<file path="src/rtl/fifo_rd_pkg.sv">
// Shared constants for the FIFO reader: default data width, buffer depth, FSM state codes.
// No logic; a helper computes buffered-plus-in-flight word count.
// Optional transfer counter in the top is enabled by FIFO_RD_CNT_EN.
package fifo_rd_pkg;

   localparam int DW_DEF    = 8;
   localparam int BUF_DEPTH = 3;

   localparam logic [1:0] IDLE  = 2'd0;
   localparam logic [1:0] RUN   = 2'd1;
   localparam logic [1:0] DRAIN = 2'd2;

   // Words held in the buffer plus the one read that is still in flight.
   function automatic logic [2:0] fill_level(input logic [1:0] occ, input logic pend);
      return {1'b0, occ} + {2'b00, pend};
   endfunction

endpackage

</file>
<file path="src/rtl/fifo_rd_skid.sv">
// 3-entry in-order shift buffer; head entry always at index 0.
// Latency: a push is visible at the head one cycle later when the buffer was empty.
// Backpressure: push is ignored when full unless a pop frees a slot that same cycle.
module fifo_rd_skid
   import fifo_rd_pkg::*;
#(
   parameter int DW = DW_DEF
) (
   input  logic          clk,
   input  logic          rst,
   input  logic          clr,
   input  logic          push,
   input  logic [DW-1:0] push_dat,
   input  logic          pop,
   output logic [1:0]    occ,
   output logic [DW-1:0] head_dat
);

   logic [DW-1:0] r_mem     [BUF_DEPTH];
   logic [DW-1:0] w_mem_nxt [BUF_DEPTH];
   logic [1:0]    r_occ;
   logic [1:0]    w_occ_nxt;
   logic [1:0]    w_wr_idx;
   logic          w_pop;
   logic          w_push;

   // Next buffer contents: shift toward the head on pop, then write the tail slot.
   always_comb begin
      w_pop    = pop && (r_occ != 2'd0);
      w_push   = push && ((r_occ != 2'd3) || w_pop);
      w_wr_idx = w_pop ? (r_occ - 2'd1) : r_occ;
      for (int i = 0; i < BUF_DEPTH; i++) begin
         w_mem_nxt[i] = r_mem[i];
      end
      if (w_pop) begin
         for (int i = 0; i < BUF_DEPTH - 1; i++) begin
            w_mem_nxt[i] = r_mem[i + 1];
         end
      end
      if (w_push) begin
         w_mem_nxt[w_wr_idx] = push_dat;
      end
      w_occ_nxt = r_occ + {1'b0, w_push} - {1'b0, w_pop};
   end

   // Storage and occupancy; clear drops contents logically without touching data.
   always_ff @(posedge clk) begin
      if (!rst) begin
         for (int i = 0; i < BUF_DEPTH; i++) begin
            r_mem[i] <= '0;
         end
         r_occ <= 2'd0;
      end else if (clr) begin
         r_occ <= 2'd0;
      end else begin
         for (int i = 0; i < BUF_DEPTH; i++) begin
            r_mem[i] <= w_mem_nxt[i];
         end
         r_occ <= w_occ_nxt;
      end
   end

   assign occ      = r_occ;
   assign head_dat = r_mem[0];

endmodule

</file>
<file path="src/rtl/fifo_reader.sv">
// Reads a synchronous FIFO and presents its words as a valid/ready stream; FIFO_RD_CNT_EN adds xfer_cnt.
// Latency: 2 cycles from rd to m_valid; one word per cycle sustained.
// Backpressure: m_ready low fills a 3-entry buffer; rd stops once buffered + in-flight words reach 3.
module fifo_reader
   import fifo_rd_pkg::*;
#(
   parameter int DW = DW_DEF
) (
   input  logic          clk,
   input  logic          rst,
   input  logic          en,
   input  logic          flush,
   input  logic          empty,
   input  logic [DW-1:0] dout,
   output logic          rd,
   output logic          m_valid,
   output logic [DW-1:0] m_data,
   input  logic          m_ready
`ifdef FIFO_RD_CNT_EN
   ,
   output logic [15:0]   xfer_cnt
`endif
);

   logic [1:0] r_state;
   logic [1:0] w_state_nxt;
   logic       r_pend;
   logic [1:0] w_occ;
   logic [2:0] w_fill;
   logic       w_rd;
   logic       w_push;
   logic       w_xfer;

   assign w_fill = fill_level(w_occ, r_pend);

   // Read only when a slot is guaranteed for the returning word; m_ready is deliberately
   // absent so the strobe never depends on the downstream sink combinationally.
   assign w_rd   = rst && en && !empty && !flush && (w_fill <= 3'd2);
   assign rd     = w_rd;

   // A word returning from a read issued before a flush is dropped.
   assign w_push = r_pend && !flush;
   assign w_xfer = m_valid && m_ready;

   assign m_valid = (w_occ != 2'd0);

   fifo_rd_skid #(
      .DW (DW)
   ) u_skid (
      .clk      (clk),
      .rst      (rst),
      .clr      (flush),
      .push     (w_push),
      .push_dat (dout),
      .pop      (w_xfer),
      .occ      (w_occ),
      .head_dat (m_data)
   );

   // Track that FIFO read data arrives on dout in the cycle after rd.
   always_ff @(posedge clk) begin
      if (!rst) begin
         r_pend <= 1'b0;
      end else begin
         r_pend <= w_rd;
      end
   end

   // Mode FSM: RUN while enabled, DRAIN while disabled with words still owed, IDLE otherwise.
   always_comb begin
      w_state_nxt = r_state;
      if (flush) begin
         w_state_nxt = en ? RUN : IDLE;
      end else begin
         case (r_state)
            IDLE:    if (en) w_state_nxt = RUN;
            RUN:     if (!en) w_state_nxt = (w_fill != 3'd0) ? DRAIN : IDLE;
            DRAIN: begin
               if (en)                    w_state_nxt = RUN;
               else if (w_fill == 3'd0)   w_state_nxt = IDLE;
            end
            default: w_state_nxt = IDLE;
         endcase
      end
   end

   // State register.
   always_ff @(posedge clk) begin
      if (!rst) begin
         r_state <= IDLE;
      end else begin
         r_state <= w_state_nxt;
      end
   end

`ifdef FIFO_RD_CNT_EN
   logic [15:0] r_xfer_cnt;

   // Count completed stream transfers; wraps naturally, cleared along with the buffer.
   always_ff @(posedge clk) begin
      if (!rst) begin
         r_xfer_cnt <= 16'd0;
      end else if (flush) begin
         r_xfer_cnt <= 16'd0;
      end else if (w_xfer) begin
         r_xfer_cnt <= r_xfer_cnt + 16'd1;
      end
   end

   assign xfer_cnt = r_xfer_cnt;
`endif

endmodule

</file>
<file path="config.mk">
export PLATFORM = sky130hd
export DESIGN_NAME = fifo_reader
export DESIGN_NICKNAME = d
export VERILOG_FILES = /design/src/rtl/fifo_rd_pkg.sv /design/src/rtl/fifo_rd_skid.sv /design/src/rtl/fifo_reader.sv
export SDC_FILE = /design/constraint.sdc
export NUM_CORES = 1
export LEC_CHECK = 0
export CORE_AREA = 2 2 80 82
export DETAILED_ROUTE_END_ITERATION = 7
export DIE_AREA = 0 0 82 84
export HOLD_SLACK_MARGIN = 0.12
export SLEW_MARGIN = 20
export SYNTH_ARGS = -nofsm -noshare
export SYNTH_HDL_FRONTEND = slang
export SYNTH_SLANG_ARGS = --single-unit
</file>
<file path="constraint.sdc">
create_clock -name clk -period 2.8 [get_ports clk]
set_input_delay 0.56 -clock clk [delete_from_list [all_inputs] [get_ports clk]]
set_output_delay 0.56 -clock clk [all_outputs]
set_load 0.1 [all_outputs]
</file>
Word-level counts from Yosys, hierarchy flattened
Memory sizes are Yosys's and may differ from the RTL's.
Index checks and enable logic that the tools add are counted.
{"block": "word_totals", "out_inout_bits": 10, "n_memories": 1, "wordCells": 43, "in_bits": 14, "ram_bits": 24, "regBits": 3}
{"block": "op_classes", "magnitude_cmp": 3, "mux": 13, "n_bitwise": 5, "add_sub_neg": 4, "n_reduce_logical": 14, "eq_ne": 1}
{"name": "u_skid.r_mem", "depth": 3, "word_bits": 8, "rd": 3, "rd_ports_with_merged_regs": 0, "wr": 3, "line": "fifo_rd_skid.sv:19", "rtl": "logic [DW-1:0] r_mem [BUF_DEPTH];"}
{"cell": "8-bit 2-to-1 mux", "count": 4}
{"cell": "24-bit bitwise mux", "count": 1}
{"cell": "24-bit 2-to-1 mux", "count": 1}
{"cell": "8-bit demux with 2-bit select", "count": 1}
{"cell": "16-bit 2-to-1 mux", "count": 1}
{"cell": "1-bit logical AND", "count": 9}
{"cell": "1-bit 2-to-1 mux", "count": 4}
{"cell": "2-bit by 1-bit adder with 3-bit output", "count": 1}
{"cell": "3-bit >= comparator, second input constant", "count": 1}
{"cell": "3-bit by 2-bit less-or-equal comparator with 1-bit output, second input constant", "count": 1}
{"cell": "3-bit by 1-bit less-than comparator with 1-bit output, second input constant", "count": 1}
{"cell": "2-bit NOT with 3-bit output", "count": 1}
{"cell": "1-bit OR", "count": 3}
{"cell": "2-bit by 1-bit adder with 2-bit output", "count": 1}
{"cell": "1-bit zero test", "count": 2}
{"cell": "2-bit 2-to-1 mux", "count": 1}
{"cell": "2-bit != test, second input constant", "count": 1}
{"cell": "2-bit nonzero test", "count": 1}
{"cell": "2-bit OR reduction", "count": 1}
{"cell": "2-bit by 1-bit subtractor with 2-bit output", "count": 1}
{"cell": "2-bit by 1-bit subtractor with 2-bit output, second input constant", "count": 1}
{"cell": "1-bit logical OR", "count": 1}
{"cell": "1-bit NOT", "count": 1}

Longest topological paths before layout
Gate-level depths: netlist of the first run.
{"block": "depth", "depth_word": 12, "mapped_depth": 8, "depth_no_buf": 6}

Modules after synthesis
A second synthesis of the first run with hierarchy kept.
{"block": "unflattened", "hier_cells": 143, "hier_area_um2": 1711.6}
{"module": "fifo_rd_skid", "instances": 1, "area_per_inst_um2": 1584.0, "cells_each": 130, "seq_area_each_um2": 760.7}
{"module": "fifo_reader", "instances": 1, "area_per_inst_um2": 127.6, "cells_each": 13, "seq_area_each_um2": 20.0}

Worst setup path after synthesis of the first run
Ideal clock, no wire load.
{"block": "synth_path", "kind": "reg-to-output", "start": "reg u_skid.r_occ[1] (netlist: u_skid.occ[1])", "end": "out rd", "slack_ns": -1.887, "stages_incl_launch_ff": 5, "arrival_ns": 4.127, "n_path_buf": 0, "t_required_ns": 2.240, "path_cell_list": "dfxtp_1 > inv_1 > ha_1 > a21oi_1 > nor4b_1"}
{"block": "synth_via", "elab_chain_len": 3}
{"item": "start: declaration", "line": "fifo_rd_skid.sv:21", "rtl": "logic [1:0] r_occ;"}
{"item": "start signal: assignment", "line": "fifo_rd_skid.sv:59", "rtl": "r_occ <= w_occ_nxt;"}
{"item": "2-bit by 1-bit adder with 3-bit output", "line": "fifo_rd_pkg.sv:15", "rtl": "return {1'b0, occ} + {2'b00, pend};"}
{"item": "3-bit by 2-bit less-or-equal comparator with 1-bit output", "line": "fifo_reader.sv:38", "rtl": "assign w_rd = rst && en && !empty && !flush && (w_fill <= 3'd2);"}
{"item": "1-bit logical AND", "line": "fifo_reader.sv:38"}
{"item": "end: declaration", "line": "fifo_reader.sv:15", "rtl": "output logic rd,"}
No other way between the ends.

Final worst setup path of the first run
Same ends and word-level chain as after synthesis.

==> results.yml, run 1 <==
place:
  hpwl_um: 2550
  dp.cells: 244
  pre_cts_slack_ps: 354
  gp_congestion: 0.690
  portBuffers: 23
drt:
  drc: 0
  ant_nets: 0
  routed_wl_um: 3790
  via_per_inst: 4.91
  routed-wl-met2_um: 1800
  drt_iter0_drc: 61
  met3_wirelength_um: 199
  top_layer: "met4"
  met1_length_um: 1760
  wire_per_inst_um: 15.3
  num_vias: 1218
  dr.pass1.iters: 4
min_path:
  min_from: "u_skid.r_mem[0][22]"
  hp-class: "flop to flop"
global_route:
  grt_overflow: 0
  grt_pass1_vias: 1158
  antenna_found_initial: 0
  grt_max_degree: 25
  grt_pass1_wl_um: 6020
  track_usage_pct: 11.5
worst_setup_path:
  crit_buf_inv: 2
  setup.worst_path.start: "u_skid.occ[1]"
  max_stage_delay_ps: 580
  crit_arrival_ps: 1990
  crit_path_end_kind: "output pin"
  path_cells: "inv_1 -> ha_1 -> a21oi_1 -> nor4b_4 -> buf_12"
  regToRegStartpoint: "u_skid.occ[1]"
  crit_family: "flip-flops"
  worst-path-max-fanout: 6
  crit_slowest_cell: "dfxtp_1"
  required_ps: 2240
  crit_type: "flop to output pin"
  start_kind: "flop"
yosys:
  synth_flop_cell: "edfxtp_1"
  synth_top_cell_area_share_pct: 41.0
  async_reset_ff_share_pct: 0
  yosysTopAreaCell: "edfxtp_1"
  synth_edf_count: 24
  synthTopCellsByArea: "edfxtp_1, mux2i_1, mux2_2"
  yosysSeqAreaShare_pct: 44.4
  synth_area_per_cell_um2: 11.3
  yosysWarnings: 0
  synthesis.nets: 174
  yosysUniqueCellTypes: 31
  syn_inst: 155
  syn-cell-area_um2: 1760
  synth_seq_cells: 27
finish:
  final_cell_mix: "mux2i_1, edfxtp_1, nand2_1"
  fin_util_pct: 33.8
  final_nets: 191
  fillCellCount: 636
  syn_to_final_growth_pct: 17.0
  drive_above_1_share_pct: 20.5
  antenna_cells: 0
  final_cell_count_no_fill: 248
power:
  ir_worst_vdd_uv: 207
  power_leakage_nw: 0.829
  p_per_area_nw_per_um2: 420
timing:
  tightest_slew_ps: 716
  finalWorstSetupSlack_ps: 253
  fin_tns_setup_ps: 0
  fin_crit_ps: 2550
  slew_viol_final: 0
  slew_headroom_pct: 52.1
  fin_crit_sh_pct: 91.0
  final-setup-viol-count: 0
  rsz0062_at_grt: "no"
  skew_ps: 15.1
  timing.hold.ws_ps: 609
  fmax_ghz: 0.393
  finalHoldViolCount: 0
floorplan:
  boundaryPins: 24
  core_area_um2: 6100
  die_area_um2: 6890
  start_util_pct: 28.9
  die_w_um: 82
  die_height_um: 84
  num_rows: 29
clocking:
  cts_root_buffer: "clkbuf_8"
  htree_levels: 1
  cts_tree: "built"
  insertion_delay_ps: 280
  clock-sinks: 27
  ctsHoldBuffers: 0
  clockBufferDepth: 2
  post_cts_resized: 0
  clk_pin_slew_ps: 90
  numCtsBuffers: 3
  post-cts-setup-buffers: 0
status:
  outcome: "complete, no violations"
job:
  maxCapViolations: 0
cell type report:
class | count | area (um^2) | area share [%]
Clock buffer | 3 | 41.3 | 2.01
Clock inverter | 1 | 7.51 | 0.365
Inverter | 5 | 18.8 | 0.912
Multi-Input combinational cell | 107 | 858 | 41.7
Sequential cell | 27 | 781 | 37.9
Tap cell | 77 | 96.3 | 4.68
Timing Repair Buffer | 28 | 255 | 12.4
cell usage after synthesis, types with 2 or more instances:
cell type  count
buf_4         11
nor4b_1        2
nand3_1        2
clkbuf_4       2
xnor2_1        2
nand2b_1       2
nand4_1        9
o31ai_1        8
edfxtp_1      24
clkbuf_1       2
mux2_2         8
nor2_1        10
inv_1          5
nand2_1       20
nor2b_1        2
a21oi_1        2
ha_1           5
mux2i_1       24
dfxtp_1        3
sequential cells by signal, indices dropped and copies added (netlist names):
name          cells
r_pend            1
u_skid.occ        2
u_skid.r_mem     24
path summary, 6_finish.rpt:
| path | endpoint | slack (ps) | cells after the start |
|---|---|---|---|
| max | rd | 250 | 5 |
| min reg2reg | u_skid.r_mem[0][22] | 610 | 2 |
| min | u_skid.r_mem[0][22] | 610 | 2 |
| max reg2reg | u_skid.r_mem[0][3] | 440 | 6 |
cell families (layout without fill, tap and decap cells):
family | count (synthesis) | in the layout | share of synthesized area [%]
flip-flops | 27 | 27 | 44.4
multiplexers | 32 | 32 | 18.8
AO/OA/AOI/OAI | 15 | 15 | 8.75
AND/OR/NAND/NOR | 53 | 53 | 15.9
buffers and inverters | 21 | 37 | 7.68
XOR/XNOR | 2 | 2 | 0.996
adder cells (fa/ha/maj) | 5 | 5 | 3.56
tightest hold or removal path: stages (launching register included):
cell      delay (ps)
edfxtp_1         350
mux2i_1           70
nor2_1            80
where the power goes:
group	internal (mW)	switching [mW]
Clock	0.101	0.134
Combinational	0.0512	0.106
Sequential	0.460	0.0119
metrics by stage:
step           instance area (um^2)  power (mW)
3_3_place_gp                   2010       0.637
5_1_grt                        2060       0.897
4_1_cts                        2060       0.872
2_1_floorplan                  1770       0.595
3_5_place_dp                   2010       0.639
6_report                       2060       0.864
per-layer routing:
layer  GRT usage [%]  vias to the layer above
li1                -                      593
met1            16.0                      586
met2            18.2                       37
met3            2.16                        2
met4            3.18                        0
met5               0                        -
(Power assumes the default switching activity.)
==> run 2, diff against run 1 <==
==> constraint.sdc (replaced) <==
create_clock -name clk -period 2.8 [get_ports clk]
set_input_delay 0.28 -clock clk [delete_from_list [all_inputs] [get_ports clk]]
set_output_delay 0.28 -clock clk [all_outputs]
set_load 0.1 [all_outputs]
==> results.yml, run 2 (synthesis gave the netlist of run 1 again) <==
finish:
  syn_to_final_growth_pct: 16.6
  fillCellCount: 636
  drive_above_1_share_pct: 20.0
  ff_latch_area_um2: 781
  largest_reg_flops: 24
  final_cell_count_no_fill: 247
  final_nets: 190
  antenna_cells: 0
  multi_input_area_um2: 858
  top_register: "u_skid.r_mem"
  final_cell_mix: "mux2i_1, edfxtp_1, nand2_1"
job:
  maxCapViolations: 0
timing:
  tightest_slew_ps: 703
  finalHoldViolCount: 0
  rsz0062_at_grt: "no"
  slew_headroom_pct: 53.0
  fin_tns_setup_ps: 0
  final-setup-viol-count: 0
  timing.hold.ws_ps: 603
  slew_viol_final: 0
  fin_crit_sh_pct: 85.4
  fin_crit_ps: 2390
  fmax_ghz: 0.418
  skew_ps: 1.44
drt:
  routed_wl_um: 3740
  drc: 0
  ant_nets: 0
  drt_iter0_drc: 54
  via_per_inst: 4.94
  dr.pass1.iters: 4
  wire_per_inst_um: 15.1
  num_vias: 1220
place:
  hpwl_um: 2610
  portBuffers: 23
  dp.cells: 243
  gp_congestion: 0.738
worst_setup_path:
  required_ps: 2820
  crit_slowest_cell: "dfxtp_1"
  max_stage_delay_ps: 430
  crit_arrival_ps: 2410
  path_cells: "inv_1 -> ha_1 -> and2b_2 -> o31ai_4 -> and2_1 -> o31ai_1"
  crit_buf_inv: 1
  crit_path_end_kind: "flop"
  crit_family: "simple AND/OR/NAND/NOR gates"
  start_kind: "flop"
  worst-path-max-fanout: 12
  crit_type: "flop to flop"
clocking:
  ctsHoldBuffers: 0
  clock-sinks: 27
  numCtsBuffers: 3
  insertion_delay_ps: 280
  clockBufferDepth: 2
  cts_root_buffer: "clkbuf_8"
  clk_pin_slew_ps: 100
  htree_levels: 1
  cts_tree: "built"
  post_cts_resized: 0
  post-cts-setup-buffers: 0
min_path:
  hp-class: "input pin to flop"
floorplan:
  core_area_um2: 6100
  boundaryPins: 24
  die_w_um: 82
  start_util_pct: 28.9
  die_height_um: 84
  die_area_um2: 6890
  num_rows: 29
power:
  p_per_area_nw_per_um2: 421
  ir_worst_vdd_uv: 171
  power_leakage_nw: 0.826
global_route:
  grt_pass1_wl_um: 6130
  track_usage_pct: 11.5
  antenna_found_initial: 0
  grt_overflow: 0
  grt_max_degree: 25
  grt_pass1_vias: 1202
status:
  outcome: "complete, no violations"
run 2: report_power, final:
group	internal [mW]	switching (mW)	total, mW
Combinational	0.0499	0.106	0.156
Clock	0.101	0.134	0.235
Sequential	0.460	0.0117	0.471
Total	0.611	0.252	0.862
run 2: metal layers:
layer | GRT usage [%] | vias to the layer above | wire [um]
met4 | 3.18 | 0 | 35
met3 | 1.73 | 4 | 153
li1 | - | 594 | -
met2 | 18.2 | 33 | 1770
met1 | 16.2 | 589 | 1780
met5 | 0 | - | 0
run 2: layout make-up:
class / instances / area share [%]
tap: 77 / 4.70
inverter: 5 / 0.915
sequential: 27 / 38.1
timing repair buffer: 27 / 12.1
multi-input combinational: 107 / 41.9
clock buffer: 3 / 2.01
clock inverter: 1 / 0.366
run 2: path summary, 6_finish.rpt:
check	to	slack (ps)	depth (start not counted)	from
setup reg to reg	u_skid.r_mem[0][6]	410	6	u_skid.occ[1]
hold / removal	r_pend	600	2	en
hold reg to reg	u_skid.r_mem[0][19]	620	2	u_skid.r_mem[0][19]
setup / recovery	u_skid.r_mem[0][6]	410	6	u_skid.occ[1]
run 2: through the flow:
step           setup slack [ps]  instance area [um^2]  power (mW)  utilization [%]
2_1_floorplan               401                  1770       0.595                -
3_3_place_gp                512                  2000       0.638             32.8
3_5_place_dp                416                  2000       0.638             32.8
4_1_cts                     415                  2050       0.870             33.6
5_1_grt                     251                  2050       0.891             33.6
6_report                    410                  2050       0.862             33.6
